**config.mk**
```make
export PLATFORM = sky130hd
export DESIGN_NAME = instr_fetch_unit
export DESIGN_NICKNAME = d
export VERILOG_FILES = /design/src/rtl/instr_fetch_unit_pkg.sv /design/src/rtl/instr_fetch_unit.sv
export SDC_FILE = /design/constraint.sdc
export NUM_CORES = 1
export LEC_CHECK = 0
export CORE_ASPECT_RATIO = 0.75
export CORE_MARGIN = 1.5
export CORE_UTILIZATION = 30
export DETAILED_ROUTE_END_ITERATION = 10
export PLACE_DENSITY = 0.56
export SLEW_MARGIN = 20
export SYNTH_ARGS = -nofsm -noshare
export SYNTH_HDL_FRONTEND = slang
export SYNTH_SLANG_ARGS = --single-unit
export TNS_END_PERCENT = 1
```
**constraint.sdc**
```tcl
create_clock -name clk -period 2.8 [get_ports clk]
set_input_delay 0.42 -clock clk [delete_from_list [all_inputs] [get_ports clk]]
set_output_delay 0.42 -clock clk [all_outputs]
set_load 0.01 [all_outputs]
```
**src/rtl/instr_fetch_unit_pkg.sv**
```systemverilog
`default_nettype none
// ============================================================================
// Module      : instr_fetch_unit_pkg
// Description : Shared CPU constants for the fetch path: opcode values,
//               instruction geometry and the fetch state encoding.
// Revision    : 1.0 - initial release
// ============================================================================
package instr_fetch_unit_pkg;

  // Instruction geometry: one word is assembled from byte-wide reads
  localparam int unsigned INSTR_WIDTH     = 32;
  localparam int unsigned BYTES_PER_INSTR = 4;

  // Opcode constants (bits 6:0 of an instruction)
  localparam logic [6:0] OPC_HALT   = 7'b0000001;
  localparam logic [6:0] OPC_OP_IMM = 7'b0010011;
  localparam logic [6:0] OPC_OP     = 7'b0110011;

  // Fetch state encoding
  typedef enum logic [2:0] {
    ST_IDLE   = 3'd0,
    ST_FETCH  = 3'd1,
    ST_ISSUE  = 3'd2,
    ST_HALTED = 3'd3,
    ST_FAULT  = 3'd4
  } fetch_state_e;

  // Extract the 7-bit opcode field from an assembled instruction
  function automatic logic [6:0] opcode_of(input logic [INSTR_WIDTH-1:0] instr);
    return instr[6:0];
  endfunction

endpackage
`default_nettype wire

```
**src/rtl/instr_fetch_unit.sv**
```systemverilog
`default_nettype none
// ============================================================================
// Module      : instr_fetch_unit
// Description : Fetches 32-bit instructions as four little-endian byte reads
//               at the PC, presents them to the core for one cycle and feeds
//               the opcode back to the PC. The PC is held (HALT opcode driven)
//               at all times except the single ISSUE cycle. A fetched HALT or
//               a memory timeout parks the unit until reset.
// Revision    : 1.0 - initial release
// ============================================================================
module instr_fetch_unit
  import instr_fetch_unit_pkg::*;
#(
  parameter int unsigned ADDR_WIDTH  = 7,
  parameter logic [6:0]  HALT_OPCODE = OPC_HALT,
  parameter int unsigned TIMEOUT     = 15
) (
  input  logic                   clk,
  input  logic                   rst,
  input  logic [ADDR_WIDTH-1:0]  pc_in,
  output logic                   mem_req,
  output logic [ADDR_WIDTH-1:0]  mem_addr,
  input  logic                   mem_ack,
  input  logic [7:0]             mem_rdata,
  output logic [INSTR_WIDTH-1:0] instr_out,
  output logic                   instr_valid,
  output logic [6:0]             opcode_out,
  output logic                   halted,
  output logic                   fault
);

  localparam logic [7:0] TIMEOUT_LIMIT = 8'(TIMEOUT);
  localparam logic [1:0] LAST_BYTE     = 2'(BYTES_PER_INSTR - 1);
  localparam int unsigned SHADOW_WIDTH = INSTR_WIDTH - 8;

  fetch_state_e            state_q, state_d;
  logic [1:0]              byte_idx_q, byte_idx_d;
  logic [7:0]              tmo_q, tmo_d;
  logic [SHADOW_WIDTH-1:0] shadow_q, shadow_d;
  logic [INSTR_WIDTH-1:0]  instr_q, instr_d;
  logic [7:0]              tmo_inc;

  assign tmo_inc = tmo_q + 8'd1;

  // State and datapath registers; reset discards any partially assembled word
  always_ff @(posedge clk or negedge rst) begin
    if (!rst) begin
      state_q    <= ST_IDLE;
      byte_idx_q <= 2'd0;
      tmo_q      <= 8'd0;
      shadow_q   <= '0;
      instr_q    <= '0;
    end else begin
      state_q    <= state_d;
      byte_idx_q <= byte_idx_d;
      tmo_q      <= tmo_d;
      shadow_q   <= shadow_d;
      instr_q    <= instr_d;
    end
  end

  // Next-state, byte assembly and timeout counting
  always_comb begin
    state_d    = state_q;
    byte_idx_d = byte_idx_q;
    tmo_d      = tmo_q;
    shadow_d   = shadow_q;
    instr_d    = instr_q;
    case (state_q)
      ST_IDLE: begin
        state_d    = ST_FETCH;
        byte_idx_d = 2'd0;
        tmo_d      = 8'd0;
      end
      ST_FETCH: begin
        if (mem_ack) begin
          // An ack always beats a timeout landing in the same cycle
          tmo_d = 8'd0;
          case (byte_idx_q)
            2'd0:    shadow_d[7:0]   = mem_rdata;
            2'd1:    shadow_d[15:8]  = mem_rdata;
            2'd2:    shadow_d[23:16] = mem_rdata;
            default: instr_d         = {mem_rdata, shadow_q};
          endcase
          if (byte_idx_q == LAST_BYTE) begin
            state_d    = ST_ISSUE;
            byte_idx_d = 2'd0;
          end else begin
            byte_idx_d = byte_idx_q + 2'd1;
          end
        end else begin
          tmo_d = tmo_inc;
          if (tmo_inc == TIMEOUT_LIMIT) begin
            state_d = ST_FAULT;
          end
        end
      end
      ST_ISSUE: begin
        byte_idx_d = 2'd0;
        tmo_d      = 8'd0;
        if (opcode_of(instr_q) == HALT_OPCODE) begin
          state_d = ST_HALTED;
        end else begin
          state_d = ST_FETCH;
        end
      end
      ST_HALTED: state_d = ST_HALTED;
      ST_FAULT:  state_d = ST_FAULT;
      default:   state_d = ST_IDLE;
    endcase
  end

  // Outputs decoded from the state register; the PC is frozen outside ISSUE
  always_comb begin
    mem_req     = 1'b0;
    mem_addr    = '0;
    instr_valid = 1'b0;
    opcode_out  = HALT_OPCODE;
    halted      = 1'b0;
    fault       = 1'b0;
    case (state_q)
      ST_FETCH: begin
        mem_req  = 1'b1;
        // pc_in is stable here because the PC sees the HALT opcode
        mem_addr = pc_in + ADDR_WIDTH'(byte_idx_q);
      end
      ST_ISSUE: begin
        instr_valid = 1'b1;
        opcode_out  = opcode_of(instr_q);
      end
      ST_HALTED: halted = 1'b1;
      ST_FAULT:  fault  = 1'b1;
      default: ;
    endcase
  end

  assign instr_out = instr_q;

endmodule
`default_nettype wire
```
== Word level (Yosys, flattened, before mapping) ==
Index checks and enable logic that the tools add are counted.
Word-level totals
  register bits after elaboration: 69
  bits in writable memories: 0
  output and inout port bits: 50
  input port bits: 18
  logic and storage cells: 50
  memories kept: 0
  bits in latches: 0
  memory bits (read-only): 0
Operators by class
  equality and inequality tests: 12
  mux-type cells: 16
  reduce and logical (&&, ||, !) cells: 11
  bitwise operators: 1
  $lt $le $gt $ge: 0
  div/mod/pow operators: 0
  multipliers: 0
  shifts and indexed selects: 0
  $add $sub $neg: 3
Operator list (count)
  one-hot mux 8 bit (2 select lines): 1
  one-hot mux 3 bit (5 select lines): 1
  two-way mux 7 bit: 2
  AND reduction 3 bit: 4
  two-way mux 3 bit: 3
  adder 8 x 1 -> 8 bit, second input constant: 1
  == test 8 x 4 -> 1 bit, second input constant: 1
  two-way mux 8 bit: 1
  adder 7 x 2 -> 7 bit: 1
  == test 7 x 1 -> 1 bit, second input constant: 1
  == test 3 x 2 -> 1 bit, second input constant: 2
  two-way mux 2 bit: 3
  inequality test 3 bit, second input constant: 2
  == test 2 bit, second input constant: 2
  two-way mux 1 bit: 4
  one-hot mux 2 bit (2 select lines): 1
  AND reduction 2 bit: 2
  == test 3 x 1 -> 1 bit, second input constant: 1
  == test 3 bit, second input constant: 1
  zero test 3 bit: 1
  OR reduction 3 bit: 1
  adder 2 x 1 -> 2 bit, second input constant: 1
  == test 2 x 1 -> 1 bit, second input constant: 1
  zero test 2 bit: 1
  other kinds (4): 4

== Logic depth before layout (Yosys ltp) ==
Gate-level depths: netlist of the first run.
  word-level depth: 5
  mapped depth: 7
  mapped depth without buffers: 6

== Worst setup path after synthesis of the first run ==
No wires, ideal clock.
  path kind: flip-flop to output port
  from: register byte_idx_q[0]
  to: output mem_addr[4]
  path slack: 743 ps
  data required time: 2380 ps
  buffers on the path: 0
  cell stages (with the launch flop): 6
  arrival time: 1637 ps
  cells stage by stage: dfrtp_1 ha_1 inv_1 fa_1 or3_1 a21oi_1
Between the ends
  cells in the longest elaborated chain, start to end: 2
Ends and longest elaborated chain
  from (decl): RTL line instr_fetch_unit.sv:37  | logic [1:0] byte_idx_q, byte_idx_d;
  from (signal assigned): RTL line instr_fetch_unit.sv:55  | byte_idx_q <= byte_idx_d;
  adder 7 x 2 -> 7 bit: RTL line instr_fetch_unit.sv:125  | mem_addr = pc_in + ADDR_WIDTH'(byte_idx_q);
  two-way mux 7 bit: RTL line instr_fetch_unit.sv:121  | case (state_q)
  to (decl): RTL line instr_fetch_unit.sv:22  | output logic [ADDR_WIDTH-1:0] mem_addr,
No other way between the ends.

== Worst setup path after layout of the first run ==
  from: input pc_in[1]
  to: output mem_addr[3]
Between the ends
  cells in the longest elaborated chain, start to end: 2
Ends and longest elaborated chain
  from (decl): RTL line instr_fetch_unit.sv:20  | input logic [ADDR_WIDTH-1:0] pc_in,
  adder 7 x 2 -> 7 bit: RTL line instr_fetch_unit.sv:125
  two-way mux 7 bit: RTL line instr_fetch_unit.sv:121
No other way between the ends.

==> results of run 1 <==
## critical path, cell delays in order
cell and delay, ps:
clkdlybuf4s50_1 430, buf_4 140, ha_1 280, a21oi_1 170
nor2b_1 80, xnor2_1 120, nor2_1 80, clkdlybuf4s50_1 540
## what timing repair did
| action | in CTS | in global routing |
|---|---|---|
| hold buffers | 0 | 0 |
| pin swaps | 0 | 1 |
| gates resized for setup | 3 | 4 |
| setup endpoints to repair | 3 | 3 |
## routing by layer
layer / up-vias / global-route usage (%) / share of wire [%]
met5: - / 0 / 0
met4: 0 / 3.41 / 0.69
met3: 5 / 5.04 / 4.7
met2: 47 / 19.1 / 45
met1: 1054 / 17.8 / 50
li1: 1020 / - / -
## cell families (layout without fill, tap and decap cells)
group                      Yosys count  after routing
DFF                                 69             69
AOI/OAI and AO/OA                   27             27
and+or+nand+nor                     61             61
adders and majority gates           10             10
muxes                               56             56
xor gates and xnor gates             7              7
buffers and inverters               17             99
## final timing paths
check / from / to / slack [ps] / depth (start not counted)
worst max-delay path: pc_in[1] / mem_addr[3] / 120 / 8
worst min-delay path: rst / shadow_q[10]$_DFFE_PN0P_ / 100 / 1
worst max register to register: state_q[0]$_DFFE_PN0P_ / instr_out[9]$_DFFE_PN0P_ / 680 / 5
worst min register to register: shadow_q[9]$_DFFE_PN0P_ / instr_out[9]$_DFFE_PN0P_ / 500 / 1
max in group asynchronous: rst / state_q[2]$_DFFE_PN0P_ / 2030 / 2
min in group clk: shadow_q[9]$_DFFE_PN0P_ / instr_out[9]$_DFFE_PN0P_ / 500 / 1
## sequential cells by signal, indices dropped and copies added (netlist names)
register and cells:
tmo_q 8, byte_idx_q 2, shadow_q 24, state_q 3, instr_out 32
## layout make-up
type | count | area share (%)
Clock inverter | 4 | 1.08
Clock buffer | 12 | 5.59
Tap cell | 136 | 3.86
Multi-Input combinational cell | 161 | 32.6
Inverter | 7 | 0.624
Sequential cell | 69 | 39.1
Timing Repair Buffer | 76 | 17.2
## cell usage in the layout, fill, tap and decap left out, types with 2 or more instances in the layout
master,count
nor3b_1,2
nor2b_1,2
nor4b_1,2
buf_12,2
buf_4,7
clkdlybuf4s50_1,62
xor2_1,4
clkbuf_1,2
a21o_1,2
clkbuf_16,9
ha_1,9
mux2_4,30
clkinv_2,3
a31oi_1,2
nand3_1,2
nand2b_1,6
and2_1,7
mux2_2,26
inv_1,6
nor2_1,12
and3_1,2
xnor2_1,3
dfrtp_1,69
dlymetal6s2s_1,2
nand2_1,15
o21ai_0,12
o21ai_1,2
a21oi_1,3
## power groups by stage
stage	clock, mW	sequential (mW)	combinational [mW]
2_1_floorplan	0	1.74	0.803
3_3_place_gp	0	1.70	1.58
3_5_place_dp	0	1.71	1.60
4_1_cts	1.15	1.70	1.61
5_1_grt	1.19	1.76	1.73
6_report	1.11	1.69	1.58
## through the flow
| step | setup TNS [ps] | cell area, sq um |
|---|---|---|
| final | 0 | 4410 |
| after global routing | 0 | 4410 |
| after CTS | -80.9 | 4410 |
| after detailed placement | -390 | 4120 |
| after global placement | -383 | 4120 |
| after floorplan | 0 | 3300 |
==> results.yml, run 1 <==
global_route:
  gr-usage-all-layers_pct: 13.0
  overflow: 0
  grt_max_degree: 45
  grt_first_pass_wirelength_mm: 11.4
  grt_pass1_vias: 2180
  antenna_found_initial: 0
status:
  status: "finished, final reports clean"
synthesis:
  synth_edf_count: 0
  muxShareOfSynthArea_pct: 22.5
  synth_most_common_cell: "dfrtp_1"
  yosysWarnings: 0
  synth_compound_area_share_pct: 4.82
  synth_fp_nets: 275
  syn-mean-instance-area_sq_um: 13.4
  synthFlopType: "dfrtp_1"
  yosysUniqueCellTypes: 44
  synthesis.area_sq_mm: 0.00330
  synth_common_cells: "69 x dfrtp_1, 30 x mux2_4, 26 x mux2_2"
  ys_seq_area_share_pct: 52.4
  post-synth-top-area-cell: "dfrtp_1"
  syn_inst: 247
  async_reset_ff_share_pct: 100
  synth_seq_cells: 69
  synth_area_leaders: "dfrtp_1 52%, mux2_4 14%, mux2_2 8.9%"
  synth_top_area_share_pct: 52.4
  synthSimpleGateAreaFrac_pct: 10.2
  yosys.area_share.adder_pct: 4.02
  synth_top_family_by_area: "multiplexers"
  synthXorXnorAreaFrac_pct: 1.86
timing:
  post-route-min-period_ps: 2680
  tightest_slew_ps: 622
  min_period_over_period_pct: 95.6
  hold_viol: 0
  slew_headroom_pct: 58.5
  layout_setup_ws_ps: 122
  clock_skew_ps: 6.74
  maxSlewViolCount: 0
  max_clock_freq_mhz: 373
  rsz0062_at_grt: "no"
  setup_viol: 0
  hold-worst-slack_ps: 103
finish:
  syn_to_final_growth_pct: 33.8
  finish.utilization_pct: 42.1
  nets: 352
  finalNonFillerCells: 465
  drive_gt1_share_pct: 25.8
  multiInputGateArea_sq_mm: 0.00144
  seq_area_sq_mm: 0.00173
  n_fill_cell: 987
  antennaDiodeCount: 0
job:
  max_cap_violations: 0
pwr:
  p_leak_nw: 1.95
  powerDensity_mw_per_mm2: 994
  internal_power_mw: 3.13
  clkPwrFrac_pct: 25.3
  power_switching_share_pct: 28.6
  seq_power_share_pct: 38.6
  peakVddDrop_v: 0.000412
  p_switching_mw: 1.25
  combinationalPowerShare_pct: 36.1
  p_total_mw: 4.39
worst_hold_path:
  hold_path.class: "in2async"
clock_tree:
  cts_tree: "done"
  clock_latency_ps: 330
  clkTransAtPathRegs_ps: 60
  cts-buffers-inserted: 9
  root_buffer: "clkbuf_16"
  htree_levels: 3
  clk_path_buf_depth: 2
  cts_setup_buffers: 0
  cts_sinks: 69
floorplanning:
  die_y_um: 93.8
  core_sq_mm: 0.0105
  initial_core_util_pct: 31.4
  num_rows: 32
  fp.dieW_um: 124
  die_area_sq_mm: 0.0116
  boundaryPins: 68
worst_setup_path:
  worstPathRequired_ps: 2380
  cp-start-kind: "input port"
  path_max_fanout: 2
  cp-end-kind: "primary output"
  critPathArrivalTime_ps: 2260
  critical_path_class: "in2out"
placed_design:
  place_hpwl_mm: 4.67
  dp.cells: 449
  place_congestion: 0.721
  portBuffers: 67
  dp_slack_ps: -211
route:
  first_pass_iters: 4
  ant_nets: 0
  detail_route.vias_per_cell: 4.57
  routedWlPerCell_um: 14.7
  wl_mm: 6.86
  drc_errors: 0
  via_count: 2126
  drtIter0Drc: 83
(Power assumes the default switching activity.)
==> inputs of run 2 (changes only) <==
--- a/config.mk
+++ b/config.mk
@@ -5,10 +5,12 @@
 export SDC_FILE = /design/constraint.sdc
 export NUM_CORES = 1
 export LEC_CHECK = 0
+export ABC_AREA = 1
 export CORE_ASPECT_RATIO = 0.75
 export CORE_MARGIN = 1.5
 export CORE_UTILIZATION = 30
 export DETAILED_ROUTE_END_ITERATION = 10
+export GPL_ROUTABILITY_DRIVEN = 0
 export PLACE_DENSITY = 0.56
 export SLEW_MARGIN = 20
 export SYNTH_ARGS = -nofsm -noshare
==> run 2 against run 1 <==
Register-to-register slack improved by 240 ps. Via count rose by 15%. Combinational power barely moved. Core utilization fell by 0.65 points. Final area fell by 4.2%. Highest routed layer unchanged. Maximum frequency fell by 0.51%. Critical path type unchanged. Die area fell by 4.9%. Routed wire length rose by 6.8%. Synthesized cell count rose by 30%. Sequential power fell by 4%.
==> results.yml, run 2 <==
status:
  status: "finished, final reports clean"
worst_setup_path:
  reg2regPathDepth: 5
  reg2reg_to: "instr_out[23]$_DFFE_PN0P_"
  r2r_slack_ps: 920
  cp_slowest_stage_delay_ps: 560
  worstPathRequired_ps: 2380
  crit_path_top_delay_cell: "clkdlybuf4s50_1"
  cp-start-kind: "input port"
  crit_chain: "clkdlybuf4s50_1 -> buf_4 -> ha_1 -> a21o_1 -> and3_1 -> nor3_1 -> clkdlybuf4s50_1"
  critPathArrivalTime_ps: 2270
  path_max_fanout: 2
  r2r_start: "state_q[2]$_DFFE_PN0P_"
  cp-end-kind: "primary output"
  crit_top_cell: "clkdlybuf4s50_1"
  critical_path_class: "in2out"
placed_design:
  dp.cells: 520
  portBuffers: 67
  place_hpwl_mm: 5.12
floorplanning:
  die_y_um: 91.5
  initial_core_util_pct: 30.7
  boundaryPins: 68
  num_rows: 32
  core_sq_mm: 0.0102
  die_area_sq_mm: 0.0111
  fp.dieW_um: 121
finish:
  syn_to_final_growth_pct: 35.0
  n_fill_cell: 1018
  nets: 423
  finish.utilization_pct: 41.4
  layout_commonest_cell: "dfrtp_1"
  largest_reg_flops: 32
  antennaDiodeCount: 0
  drive_gt1_share_pct: 11.3
  final_cell_mix: "69 x dfrtp_1, 62 x clkdlybuf4s50_1, 61 x nand2_1, 42 x o21ai_0, 39 x inv_1"
  finalNonFillerCells: 536
route:
  first_pass_iters: 4
  drtIter0Drc: 154
  routedWlPerCell_um: 13.7
  met2WireLength_mm: 3.14
  drc_errors: 0
  wl_mm: 7.32
  maxUsedRoutingLayer: "met4"
  detail_route.vias_per_cell: 4.55
  ant_nets: 0
  wl_met1_mm: 3.53
  via_count: 2440
  dr_wl_met3_um: 560
synthesis:
  synth_seq_cells: 69
  synth_edf_count: 0
  synth_most_common_cell: "dfrtp_1"
  syn-mean-instance-area_sq_um: 9.76
  ys_seq_area_share_pct: 55.1
  synthFlopType: "dfrtp_1"
  post-synth-top-area-cell: "dfrtp_1"
  synth_area_leaders: "dfrtp_1 55%, nand2_1 7.3%, o21ai_0 6.7%"
  async_reset_ff_share_pct: 100
  synthesis.area_sq_mm: 0.00313
  synth_common_cells: "69 x dfrtp_1, 61 x nand2_1, 42 x o21ai_0"
  synth_top_area_share_pct: 55.1
  yosysWarnings: 0
  syn_inst: 321
  yosysUniqueCellTypes: 29
  synth_fp_nets: 349
worst_hold_path:
  hold_path.class: "in2async"
timing:
  post-route-min-period_ps: 2690
  max_clock_freq_mhz: 372
  clock_skew_ps: 8.44
  tightest_slew_ps: 674
  setup_viol: 0
  rsz0062_at_grt: "no"
  hold_viol: 0
  min_period_over_period_pct: 96.1
  hold-worst-slack_ps: 127
  slew_headroom_pct: 55.1
  maxSlewViolCount: 0
  setup_tns_ps: 0
clock_tree:
  clock_latency_ps: 330
  clk_path_buf_depth: 2
  clkTransAtPathRegs_ps: 60
  cts-buffers-inserted: 9
  cts_setup_buffers: 0
  root_buffer: "clkbuf_16"
  cts_tree: "done"
  htree_levels: 3
  cts_sinks: 69
global_route:
  overflow: 0
  grt_first_pass_wirelength_mm: 12.3
  gr-usage-all-layers_pct: 14.5
  grt_pass1_vias: 2433
  grt_max_degree: 47
  antenna_found_initial: 0
job:
  max_cap_violations: 0
pwr:
  peakVddDrop_v: 0.000319
  p_total_mw: 4.24
  p_leak_nw: 2.06
  powerDensity_mw_per_mm2: 1000
[run 2: metal layers]
layer	global-route usage, %	vias up
met5	0	-
met4	4.71	0
met3	5.72	10
met2	20.7	70
met1	19.9	1171
li1	-	1189
[run 2: worst max-delay path by stage]
stage,startpoint,endpoint,slack (ps),cells past startpoint
2_1_floorplan,pc_in[0],mem_addr[6],830,8
3_3_place_gp,pc_in[0],mem_addr[6],-130,10
3_5_place_dp,pc_in[0],mem_addr[6],-160,10
4_1_cts,pc_in[0],mem_addr[2],60,7
5_1_grt,pc_in[0],mem_addr[4],3,10
6_report,pc_in[1],mem_addr[3],110,7
[run 2: cells by family after synthesis]
logic type / Yosys count / synth area share, %
AND/OR/NAND/NOR: 119 / 16.7
AO/OA/AOI/OAI: 56 / 9.31
multiplexers: 18 / 7.91
XOR/XNOR: 1 / 0.280
adder cells (fa/ha/maj): 10 / 4.23
flip-flops: 69 / 55.1
buffers and inverters: 48 / 6.43
[run 2: layout make-up]
class	count	area, sq um	area share [%]
clock buffer	9	225	5.33
inverter	41	156	3.70
sequential	69	1730	40.8
clock inverter	7	50.0	1.18
tap	136	170	4.02
multi-input combinational	204	1200	28.5
timing repair buffer	70	696	16.4
[run 2: report_power, final]
part | total, mW | internal [mW] | switching [mW]
clock | 1.04 | 0.600 | 0.443
combinational | 1.57 | 0.784 | 0.782
sequential | 1.63 | 1.38 | 0.251
[run 2: per-stage QoR]
stage                     instance area (sq um)  worst slack (ps)
after detailed placement                   3960              -161
final                                      4230               109
after CTS                                  4230              63.7
after floorplan                            3130               834
after global routing                       4230              3.43
after global placement                     3960              -126
[run 2: repair_timing]
item                                    in CTS  in global routing
hold buffers                                 0                  0
endpoints found under the setup margin       3                  2
endpoints found under the hold margin        0                  0
resized for setup                            3                  3
gates cloned                                 0                  0
[run 2: critical path: cells and delay by family]
kind	cells	cell delay [ps]
AOI/OAI and AO/OA	1	170
adders and majority gates	1	280
and+or+nand+nor	2	290
buffers and inverters	3	1130
